File: src/rtl/alu_pkg.sv
// Shared types for the multi-cycle ALU: opcode and FSM state enums plus opcode-class helpers.
// Latency: n/a (types and pure functions only).
// Backpressure: n/a.
package alu_pkg;

    typedef enum logic [4:0] {
        OP_ADD    = 5'h00,
        OP_SUB    = 5'h01,
        OP_XOR    = 5'h02,
        OP_OR     = 5'h03,
        OP_AND    = 5'h04,
        OP_SLL    = 5'h05,
        OP_SRL    = 5'h06,
        OP_SRA    = 5'h07,
        OP_SLT    = 5'h08,
        OP_SLTU   = 5'h09,
        OP_BEQ    = 5'h0A,
        OP_BNE    = 5'h0B,
        OP_BLT    = 5'h0C,
        OP_BGE    = 5'h0D,
        OP_BLTU   = 5'h0E,
        OP_BGEU   = 5'h0F,
        OP_MUL    = 5'h10,
        OP_MULH   = 5'h11,
        OP_MULHSU = 5'h12,
        OP_MULHU  = 5'h13,
        OP_DIV    = 5'h14,
        OP_DIVU   = 5'h15,
        OP_REM    = 5'h16,
        OP_REMU   = 5'h17
    } alu_op_e;

    typedef enum logic [1:0] {
        IDLE = 2'd0,
        BUSY = 2'd1,
        DONE = 2'd2
    } state_e;

    // RV-M block occupies 0x10-0x17.
    function automatic logic is_muldiv(input logic [4:0] op);
        return op[4:3] == 2'b10;
    endfunction

    // Branch compares occupy 0x0A-0x0F.
    function automatic logic is_branch(input logic [4:0] op);
        return (op[4:3] == 2'b01) && (op[2:1] != 2'b00);
    endfunction

endpackage

File: src/rtl/muldiv_iter.sv
// Radix-2 iterative multiply (shift-add) / divide (restoring) engine with sign pre/post correction.
// Latency: exactly XLEN cycles after start; done pulses during the final iteration cycle.
// Backpressure: none; result holds in the registers until the next start.
// Ports: clk, rst (async active-high), flush (kills run), start (load operands),
//        op (low 3 bits of the M opcode), a/b operands, done pulse, result.
module muldiv_iter #(
    parameter int XLEN = 32
) (
    input  logic            clk,
    input  logic            rst,
    input  logic            flush,
    input  logic            start,
    input  logic [2:0]      op,
    input  logic [XLEN-1:0] a,
    input  logic [XLEN-1:0] b,
    output logic            done,
    output logic [XLEN-1:0] result
);

    localparam int CNT_W = $clog2(XLEN);

    logic              busy_q;
    logic [CNT_W-1:0]  cnt_q;
    logic [2:0]        op_q;
    logic [XLEN-1:0]   hi_q;      // mul: product high half; div: partial remainder
    logic [XLEN-1:0]   lo_q;      // mul: multiplier / product low half; div: dividend -> quotient
    logic [XLEN-1:0]   mcand_q;   // mul: multiplicand magnitude; div: divisor magnitude
    logic              neg_q;     // negate product or quotient at the end
    logic              neg_rem_q; // remainder follows dividend sign

    // Operand signedness: MULH/MULHSU/DIV/REM treat a as signed; MULH/DIV/REM treat b as signed.
    logic            a_signed, b_signed, a_neg, b_neg;
    logic [XLEN-1:0] a_mag, b_mag;

    always_comb begin
        a_signed = (op == 3'd1) || (op == 3'd2) || (op == 3'd4) || (op == 3'd6);
        b_signed = (op == 3'd1) || (op == 3'd4) || (op == 3'd6);
        a_neg    = a_signed & a[XLEN-1];
        b_neg    = b_signed & b[XLEN-1];
        a_mag    = a_neg ? (~a + 1'b1) : a;
        b_mag    = b_neg ? (~b + 1'b1) : b;
    end

    // One iteration of each datapath.
    logic [XLEN:0]   mul_sum;
    logic [XLEN:0]   rem_sh;
    logic [XLEN-1:0] rem_diff;
    logic            rem_ge;

    always_comb begin
        mul_sum  = {1'b0, hi_q} + (lo_q[0] ? {1'b0, mcand_q} : '0);
        rem_sh   = {hi_q, lo_q[XLEN-1]};
        // Remainder is always below the divisor, so the low XLEN bits of the
        // difference are exact whenever the shifted remainder reaches it.
        rem_diff = rem_sh[XLEN-1:0] - mcand_q;
        rem_ge   = rem_sh[XLEN] | (rem_sh[XLEN-1:0] >= mcand_q);
    end

    assign done = busy_q && (cnt_q == CNT_W'(XLEN - 1));

    always_ff @(posedge clk or posedge rst) begin
        if (rst) begin
            busy_q    <= 1'b0;
            cnt_q     <= '0;
            op_q      <= '0;
            hi_q      <= '0;
            lo_q      <= '0;
            mcand_q   <= '0;
            neg_q     <= 1'b0;
            neg_rem_q <= 1'b0;
        end else if (flush) begin
            busy_q <= 1'b0;
        end else if (start) begin
            busy_q    <= 1'b1;
            cnt_q     <= '0;
            op_q      <= op;
            hi_q      <= '0;
            lo_q      <= op[2] ? a_mag : b_mag;
            mcand_q   <= op[2] ? b_mag : a_mag;
            neg_q     <= a_neg ^ b_neg;
            neg_rem_q <= a_neg;
        end else if (busy_q) begin
            cnt_q <= cnt_q + 1'b1;
            if (done) begin
                busy_q <= 1'b0;
            end
            if (op_q[2]) begin
                hi_q <= rem_ge ? rem_diff : rem_sh[XLEN-1:0];
                lo_q <= {lo_q[XLEN-2:0], rem_ge};
            end else begin
                hi_q <= mul_sum[XLEN:1];
                lo_q <= {mul_sum[0], lo_q[XLEN-1:1]};
            end
        end
    end

    logic [2*XLEN-1:0] prod_fix;
    logic [XLEN-1:0]   quot_fix, rem_fix;

    always_comb begin
        prod_fix = neg_q ? (~{hi_q, lo_q} + 1'b1) : {hi_q, lo_q};
        quot_fix = neg_q ? (~lo_q + 1'b1) : lo_q;
        rem_fix  = neg_rem_q ? (~hi_q + 1'b1) : hi_q;
        if (op_q[2]) begin
            result = op_q[1] ? rem_fix : quot_fix;
        end else begin
            result = (op_q[1:0] == 2'b00) ? prod_fix[XLEN-1:0] : prod_fix[2*XLEN-1:XLEN];
        end
    end

endmodule

File: src/rtl/alu_mc.sv
// Multi-cycle RV32I/RV64I ALU + RV-M unit with valid/ready on both sides.
// Latency: 1 cycle for base/illegal/div-special ops, XLEN+1 for iterative M ops.
// Backpressure: result held in DONE until out_ready; in_ready only in IDLE (forced low by flush).
// Ports: clk, rst (async active-high), flush, in_valid/in_ready, alu_op, rs1_data, rs2_data,
//        out_valid/out_ready, alu_out, zero (branch flag).
// Build option: FAST_MUL_EN makes MUL/MULH/MULHSU/MULHU single-cycle combinational.
module alu_mc
    import alu_pkg::*;
#(
    parameter int XLEN = 32
) (
    input  logic            clk,
    input  logic            rst,
    input  logic            flush,
    input  logic            in_valid,
    output logic            in_ready,
    input  logic [4:0]      alu_op,
    input  logic [XLEN-1:0] rs1_data,
    input  logic [XLEN-1:0] rs2_data,
    output logic            out_valid,
    input  logic            out_ready,
    output logic [XLEN-1:0] alu_out,
    output logic            zero
);

    localparam int SHAMT_W = $clog2(XLEN);

    state_e          state_q, state_d;
    logic [XLEN-1:0] res_q;
    logic            zero_q;
    logic            eng_sel_q;   // result comes from the iterative engine

    logic            accept;
    logic            eng_start, eng_done;
    logic [XLEN-1:0] eng_result;

    assign in_ready  = (state_q == IDLE) && !flush;
    assign accept    = in_valid && in_ready;
    assign out_valid = (state_q == DONE);

    // Single-cycle evaluation of the incoming request.
    logic [SHAMT_W-1:0] shamt;
    logic               lt_s, lt_u, eq, b_zero, div_ovf;
    logic [XLEN-1:0]    quick_res;
    logic               cmp_flag;
    logic               quick;     // finishes in one cycle (IDLE -> DONE)

`ifdef FAST_MUL_EN
    logic [2*XLEN-1:0] fm_a, fm_b, fm_prod;
    always_comb begin
        fm_a    = {{XLEN{rs1_data[XLEN-1] & ((alu_op == OP_MULH) || (alu_op == OP_MULHSU))}}, rs1_data};
        fm_b    = {{XLEN{rs2_data[XLEN-1] & (alu_op == OP_MULH)}}, rs2_data};
        fm_prod = fm_a * fm_b;
    end
`endif

    always_comb begin
        shamt   = rs2_data[SHAMT_W-1:0];
        lt_s    = $signed(rs1_data) < $signed(rs2_data);
        lt_u    = rs1_data < rs2_data;
        eq      = rs1_data == rs2_data;
        b_zero  = rs2_data == '0;
        div_ovf = (rs1_data == {1'b1, {(XLEN-1){1'b0}}}) && (rs2_data == '1);

        quick_res = '0;
        cmp_flag  = 1'b0;
        quick     = !is_muldiv(alu_op);
        case (alu_op)
            OP_ADD:  quick_res = rs1_data + rs2_data;
            OP_SUB:  quick_res = rs1_data - rs2_data;
            OP_XOR:  quick_res = rs1_data ^ rs2_data;
            OP_OR:   quick_res = rs1_data | rs2_data;
            OP_AND:  quick_res = rs1_data & rs2_data;
            OP_SLL:  quick_res = rs1_data << shamt;
            OP_SRL:  quick_res = rs1_data >> shamt;
            OP_SRA:  quick_res = $signed(rs1_data) >>> shamt;
            OP_SLT:  quick_res = {{(XLEN-1){1'b0}}, lt_s};
            OP_SLTU: quick_res = {{(XLEN-1){1'b0}}, lt_u};
            OP_BEQ:  cmp_flag  = eq;
            OP_BNE:  cmp_flag  = !eq;
            OP_BLT:  cmp_flag  = lt_s;
            OP_BGE:  cmp_flag  = !lt_s;
            OP_BLTU: cmp_flag  = lt_u;
            OP_BGEU: cmp_flag  = !lt_u;
            OP_MUL, OP_MULH, OP_MULHSU, OP_MULHU: begin
`ifdef FAST_MUL_EN
                quick     = 1'b1;
                quick_res = (alu_op == OP_MUL) ? fm_prod[XLEN-1:0] : fm_prod[2*XLEN-1:XLEN];
`else
                quick     = 1'b0;
`endif
            end
            // alu_op[1] separates REM/REMU from DIV/DIVU.
            OP_DIV, OP_REM: begin
                if (b_zero) begin
                    quick     = 1'b1;
                    quick_res = alu_op[1] ? rs1_data : '1;
                end else if (div_ovf) begin
                    quick     = 1'b1;
                    quick_res = alu_op[1] ? '0 : rs1_data;
                end
            end
            OP_DIVU, OP_REMU: begin
                if (b_zero) begin
                    quick     = 1'b1;
                    quick_res = alu_op[1] ? rs1_data : '1;
                end
            end
            default: ;  // illegal opcodes produce 0 / zero=0
        endcase
    end

    assign eng_start = accept && !quick;

    muldiv_iter #(.XLEN(XLEN)) u_muldiv (
        .clk    (clk),
        .rst    (rst),
        .flush  (flush),
        .start  (eng_start),
        .op     (alu_op[2:0]),
        .a      (rs1_data),
        .b      (rs2_data),
        .done   (eng_done),
        .result (eng_result)
    );

    always_ff @(posedge clk or posedge rst) begin
        if (rst) begin
            state_q <= IDLE;
        end else begin
            state_q <= state_d;
        end
    end

    always_comb begin
        state_d = state_q;
        case (state_q)
            IDLE:    if (accept)    state_d = quick ? DONE : BUSY;
            BUSY:    if (eng_done)  state_d = DONE;
            DONE:    if (out_ready) state_d = IDLE;
            default: state_d = IDLE;
        endcase
        if (flush) begin
            state_d = IDLE;
        end
    end

    always_ff @(posedge clk or posedge rst) begin
        if (rst) begin
            res_q     <= '0;
            zero_q    <= 1'b0;
            eng_sel_q <= 1'b0;
        end else if (accept) begin
            res_q     <= quick_res;
            zero_q    <= is_branch(alu_op) & cmp_flag;
            eng_sel_q <= !quick;
        end
    end

    // Outputs read as zero outside DONE so a flushed or reset op leaves nothing visible.
    assign alu_out = (state_q == DONE) ? (eng_sel_q ? eng_result : res_q) : '0;
    assign zero    = (state_q == DONE) && zero_q;

endmodule
File: config.mk
export PLATFORM = sky130hd
export DESIGN_NAME = alu_mc
export DESIGN_NICKNAME = d
export VERILOG_FILES = /design/src/rtl/alu_pkg.sv /design/src/rtl/muldiv_iter.sv /design/src/rtl/alu_mc.sv
export SDC_FILE = /design/constraint.sdc
export NUM_CORES = 1
export LEC_CHECK = 0
export BUFFER_PORTS_ARGS = -buffer_cell sky130_fd_sc_hd__buf_4
export CAP_MARGIN = 10
export CORE_MARGIN = 8
export CORE_UTILIZATION = 51
export CTS_CLUSTER_DIAMETER = 120
export DETAILED_ROUTE_END_ITERATION = 16
export PLACE_DENSITY_LB_ADDON = 0.3
export SLEW_MARGIN = 20
export SYNTH_ARGS = -nofsm -noshare
export SYNTH_HDL_FRONTEND = slang
export SYNTH_HIERARCHICAL = 1
export SYNTH_SLANG_ARGS = --single-unit
File: constraint.sdc
create_clock -name clk -period 12.8 [get_ports clk]
set_input_delay 2.56 -clock clk [delete_from_list [all_inputs] [get_ports clk]]
set_output_delay 2.56 -clock clk [all_outputs]
set_load 0.1 [all_outputs]
Yosys cells after proc, flatten, opt, wreduce, memory -nomap -nowiden. Cells that the tools add are included.

Flip-flop bits (word level): 143. Logic and storage cells: 153.

Multiplexer cells: 43. Add/subtract/negate cells: 10. Order comparisons: 3. Shift operators: 3. Reduce and logical (&&, ||, !) cells: 30. Bitwise operators: 14. Eq/ne operators: 38.

Operator list (count): $mux 32 (24); $pmux 32 s12 (1); $add 32x1->32 const B (4); $not 32->32 (4); $add 64x1->64 const B (1); $eq 32x32->1 const B (2); $lt 32x32->1 (2); $mux 64 (1); $not 64->64 (1); $sub 32x32->32 (2); $eq 5x5->1 const B (9); $eq 5x4->1 const B (8); $add 32x33->33 (1); $add 32x32->32 (1); $and 32x32->32 (1); $eq 32x32->1 (1); $ge 32x32->1 (1); $logic_not 32->1 (1); $or 32x32->32 (1); $shl 32x5->32 (1); $shr 32x5->32 (1); $sshr 32x5->32 (1); $xor 32x32->32 (1); $eq 5x3->1 const B (4); other kinds (30) (67).

Logic depth before layout (Yosys ltp).
Depth after elaboration: 9. Mapped depth: 19.

By module. The synthesis kept the hierarchy.

By module, submodules not included: muldiv_iter (sequential area each 2677.6 µm², cells each 1827, area each 13187.6 µm², instances 1); alu_mc (sequential area each 900.9 µm², cells each 1550, area each 11207.0 µm², instances 1).

Worst setup path after synthesis. OpenSTA, ideal clock, no wires.

Kind: reg-to-output. Start: register u_muldiv.hi_q[0]. End: output alu_out[30]. Path slack: 5.374 ns. Stages on the path, launching flop included: 16. Arrival: 4.866 ns. Path through: dfrtp_1 clkbuf_1 inv_1 ha_1 or3b_4 or3_4 or4b_1 buf_2 or4b_4 or3b_4 o21ai_2 xnor2_1 o22ai_1 a21oi_1 mux2i_1 nor2_1.

Longest elaborated chain between the ends: 7. Elaborated cells between the ends (all ways): 11. Classes of those cells: 2 x add/sub; 7 x mux; 2 x bitwise.

Ends and longest elaborated chain: from (decl) (line muldiv_iter.sv:25) `logic [XLEN-1:0] hi_q;`; from (signal assigned) (line muldiv_iter.sv:88) `hi_q <= rem_ge ? rem_diff : rem_sh[XLEN-1:0];`; from (signal assigned) (line muldiv_iter.sv:91) `hi_q <= mul_sum[XLEN:1];`; $not 64->64 / $not 32->32 (equally long branches) (line muldiv_iter.sv:101, muldiv_iter.sv:103); $add 64x1->64 / $add 32x1->32 (equally long branches) (line muldiv_iter.sv:101, muldiv_iter.sv:103); $mux 64 / $mux 32 (equally long branches) (line muldiv_iter.sv:101, muldiv_iter.sv:103); $mux 32 (on tied branches) (line muldiv_iter.sv:107, muldiv_iter.sv:105); $mux 32 (*) (line muldiv_iter.sv:104) `if (op_q[2]) begin`; named net eng_result[30] (line alu_mc.sv:35) `logic [XLEN-1:0] eng_result;`; $mux 32 (*) (2 in a row) (line alu_mc.sv:161) `assign alu_out = (state_q == DONE) ? (eng_sel_q ? eng_result : res_q) : '0;`; to (decl) (line alu_mc.sv:22) `output logic [XLEN-1:0] alu_out,`.

The timed path passes the listed nets; every way through them passes the cells marked *.

Final worst setup path.
Start: register u_muldiv.hi_q[1]. End: output alu_out[30].

Same word-level chain as after synthesis.

==> impl_metrics.env <==
export IMPL_area_delta_synth_final_pct=6.34
export IMPL_critical_path_reg2reg_startpoint="u_muldiv/lo_q[31]$_DFFE_PP0P_"
export IMPL_power_total_mw=4.33
export IMPL_cts_clk_slew_worst_paths_ps=60
export IMPL_die_area_um2=55100
export IMPL_clock_latency_ps=450
export IMPL_static_leakage_power_nw=10.8
export IMPL_cpLargestDelayFamily="simple AND/OR/NAND/NOR gates"
export IMPL_outcome="completed"
export IMPL_pwr_density_cell_nw_per_um2=167
export IMPL_postCtsSetupRepairBufs=0
export IMPL_portBuffers=108
export IMPL_hold_path_cell_count=2
export IMPL_synth_seq_area_share=0.147
export IMPL_drtPass1Iterations=6
export IMPL_cts_resized_gates=0
export IMPL_ys_top_cells_by_area="sky130_fd_sc_hd__dfrtp_1 15%, sky130_fd_sc_hd__ha_1 8.6%, sky130_fd_sc_hd__nor2_1 6.0%"
export IMPL_post_synth_edffs=0
export IMPL_design_final_nets=3534
export IMPL_postSynth_asyncResetShare=1.00
export IMPL_clock_tree_htree_level_count=4
export IMPL_drc_errors_left=0
export IMPL_highest_signal_layer="met5"
export IMPL_wirelength_met1_um=46300
export IMPL_antenna_violations_before_repair=4
export IMPL_critPathArrivalTime_ps=4840
export IMPL_final_hold_violation_count=0
export IMPL_category_of_the_critical_setup_timing_path="register to output port"
export IMPL_number_of_max_slew_violations_in_the_final_report=0
export IMPL_met2WireLength_um=50100
export IMPL_final_util=0.547
export IMPL_cpPeakStageDelay_ps=660
export IMPL_post_route_cells_drive_above_1_share=0.0961
export IMPL_synth_cell_type_count=100
export IMPL_period_share=0.578
export IMPL_postRouteWirelength_um=124000
export IMPL_top_level_ports=109
export IMPL_worst_hold_path_type="register to register"
export IMPL_flip_flop_and_latch_count_after_synthesis=143
export IMPL_cpMaxStageDelayCell="sky130_fd_sc_hd__or4b_1"
export IMPL_grt_usage=0.427
export IMPL_clockRootBuffer="sky130_fd_sc_hd__clkbuf_16"
export IMPL_viasPerCell=7.35
export IMPL_yosysMostFrequentCell="sky130_fd_sc_hd__nor2_1"
export IMPL_netlist_area_before_placement_um2=24400
export IMPL_wl_per_cell_um=31.7
export IMPL_crit_fanout=7
export IMPL_fp_dieW_um=235
export IMPL_slew_at_the_pin_with_the_worst_max_slew_slack_ps=1110
export IMPL_ys_dominant_reg_cell="sky130_fd_sc_hd__dfrtp_1"
export IMPL_hpwl_um=94500
export IMPL_avg_cell_area_syn_um2=7.22
export IMPL_max_cap_viol_count=0
export IMPL_timing_critical_path_cells="inv_1 -> ha_1 -> or3b_4 -> or3_4 -> or4b_1 -> or4b_4 -> or3b_4 -> o21ai_2 -> xnor2_1 -> o22ai_1 -> a21oi_1 -> mux2i_1 -> nor2_1 -> buf_4"
export IMPL_cts_tree="built"
export IMPL_grt_start_max_net_pins=105
export IMPL_critPathRequiredTime_ps=10240
export IMPL_effective_utilization_at_floorplan=0.514
export IMPL_gp_congestion=1.10
export IMPL_max_fclk_ghz=0.135
export IMPL_cell_count_of_the_worst_reg_to_reg_path=12
export IMPL_slew_headroom=0.250
export IMPL_synth_largest_area_cell="sky130_fd_sc_hd__dfrtp_1"
export IMPL_setup_viol=0
export IMPL_synth_common_cells="392 x sky130_fd_sc_hd__nor2_1, 310 x sky130_fd_sc_hd__nand2_1, 287 x sky130_fd_sc_hd__a21oi_1"
export IMPL_number_of_drc_violations_after_detailed_routing_iteration_0=4967
export IMPL_cts_hold_repair_buffers=0
export IMPL_clock_path_buffers=2
export IMPL_syn_instance_count=3377
export IMPL_route_antenna_remaining_nets=0
export IMPL_via_count_of_the_first_global_routing_pass=26350
export IMPL_cp_startpoint="u_muldiv/hi_q[1]$_DFFE_PP0P_"
export IMPL_peakVddDrop_mv=0.133
export IMPL_worstSetupEndpoint="alu_out[30]"
export IMPL_num_rows=80
export IMPL_rsz0062_at_grt="false"
export IMPL_sink_count=143
export IMPL_crit_buf_inv=2
export IMPL_nets_in_the_synthesized_netlist=3623
export IMPL_clock_skew_final_ps=15.0
export IMPL_area_share_of_the_largest_cell_type_after_synthesis=0.147
export IMPL_yosys_warnings=6
export IMPL_die_y_um=235
export IMPL_setup_tns_ps=0
export IMPL_route_vias_total=28776
export IMPL_core_box_area_um2=47400
export IMPL_path_depth=14
export IMPL_worst_setup_path_start_kind="register"
export IMPL_global_route_wire_length_before_repair_um=180000
export IMPL_setup_worst_path_end_class="output port"
export IMPL_timing_final_crit_period_ps=7400
export IMPL_setup_reg_to_reg_worst_slack_ps=8430
export IMPL_grt_overflow=0
export IMPL_destination_of_the_worst_register_to_register_timing_path="u_muldiv/hi_q[12]$_DFFE_PP0P_"
export IMPL_critical_path_most_common_cell="sky130_fd_sc_hd__or3b_4"
export IMPL_cts_made_buffers=17
export IMPL_wl_met3_um=17400
## power by group
group          switching, mW  leakage [nW]  internal [mW]
clock network          0.221         0.294          0.318
registers              0.342          1.87          0.565
logic                   1.83          8.63           1.06
total                   2.39          10.8           1.94
## cells in the final DEF, fill, tap and decap left out, drive strengths merged, types with 21 or more instances in the layout
cell type | Yosys | routed
o211ai | 42 | 42
buf | 53 | 149
ha | 168 | 168
xor2 | 123 | 123
mux2 | 22 | 22
dfrtp | 143 | 143
mux2i | 132 | 132
nand4 | 38 | 38
nand3 | 62 | 62
o21ai | 290 | 290
nand2b | 25 | 25
and3 | 22 | 22
or3 | 40 | 40
o41ai | 23 | 23
a21o | 54 | 54
a31oi | 30 | 30
nor3 | 87 | 87
nor2 | 392 | 392
nand2 | 310 | 310
xnor2 | 98 | 98
clkbuf | 205 | 21
inv | 164 | 167
a221oi | 48 | 48
o221ai | 32 | 32
nor4 | 31 | 31
o31ai | 39 | 39
mux4 | 54 | 54
a22oi | 38 | 38
a21oi | 289 | 289
a211oi | 29 | 29
nor2b | 27 | 27
## tightest hold or removal path, stage by stage, from the launching register on
cell and delay [ps]:
sky130_fd_sc_hd__dfrtp_1 340, sky130_fd_sc_hd__nand2_1 50, sky130_fd_sc_hd__o21ai_0 60
## metal layers
| metal | global-route usage | up-vias |
|---|---|---|
| met5 | 0 | - |
| met4 | 0.283 | 4 |
| met3 | 0.125 | 467 |
| met2 | 0.618 | 2417 |
| met1 | 0.547 | 13674 |
| li1 | - | 12214 |
## state kept, by name, summed over array words and instances (netlist names)
signal / flops
state_q: 2
u_muldiv/busy_q: 1
u_muldiv/mcand_q: 32
res_q: 32
u_muldiv/hi_q: 32
zero_q: 1
u_muldiv/cnt_q: 5
eng_sel_q: 1
u_muldiv/lo_q: 32
u_muldiv/neg_q: 1
u_muldiv/neg_rem_q: 1
u_muldiv/op_q: 3
## cell families after synthesis
logic type / Yosys count / synth area share
buffers and inverters: 425 / 0.0683
flip-flops: 143 / 0.147
adder cells (fa/ha/maj): 172 / 0.0894
multiplexers: 208 / 0.114
XOR/XNOR: 221 / 0.0793
AO/OA/AOI/OAI: 1083 / 0.287
AND/OR/NAND/NOR: 1125 / 0.215
## area by class of cell
cell class | count | area (um^2)
Antenna cell | 2 | 5.00
Clock buffer | 20 | 457
Clock inverter | 11 | 154
Fill cell | 4673 | 21500
Inverter | 167 | 629
Multi-Input combinational cell | 2809 | 19200
Sequential cell | 143 | 3580
Tap cell | 615 | 769
Timing Repair Buffer | 150 | 1150
## metrics by stage
stage               setup slack (ps)  area (um^2)  hold slack, ps  cells
global route                    5220        25900             492   3915
finish                          5400        25900             481   3917
detailed placement              5910        25300             471   3882
CTS                             5420        25900             485   3913
floorplan                       5370        24400             449   3377
global placement                5950        25300             462   3882
## worst min path at each step
stage | from | endpoint | slack, ps
final | res_q[1]$_DFFE_PP0P_ | res_q[1]$_DFFE_PP0P_ | 480
after global routing | res_q[5]$_DFFE_PP0P_ | res_q[5]$_DFFE_PP0P_ | 490
after CTS | res_q[5]$_DFFE_PP0P_ | res_q[5]$_DFFE_PP0P_ | 480
after detailed placement | res_q[1]$_DFFE_PP0P_ | res_q[1]$_DFFE_PP0P_ | 470
after global placement | res_q[5]$_DFFE_PP0P_ | res_q[5]$_DFFE_PP0P_ | 460
after floorplan | res_q[5]$_DFFE_PP0P_ | res_q[5]$_DFFE_PP0P_ | 450
Note: power is estimated with default switching activity, not from simulation.
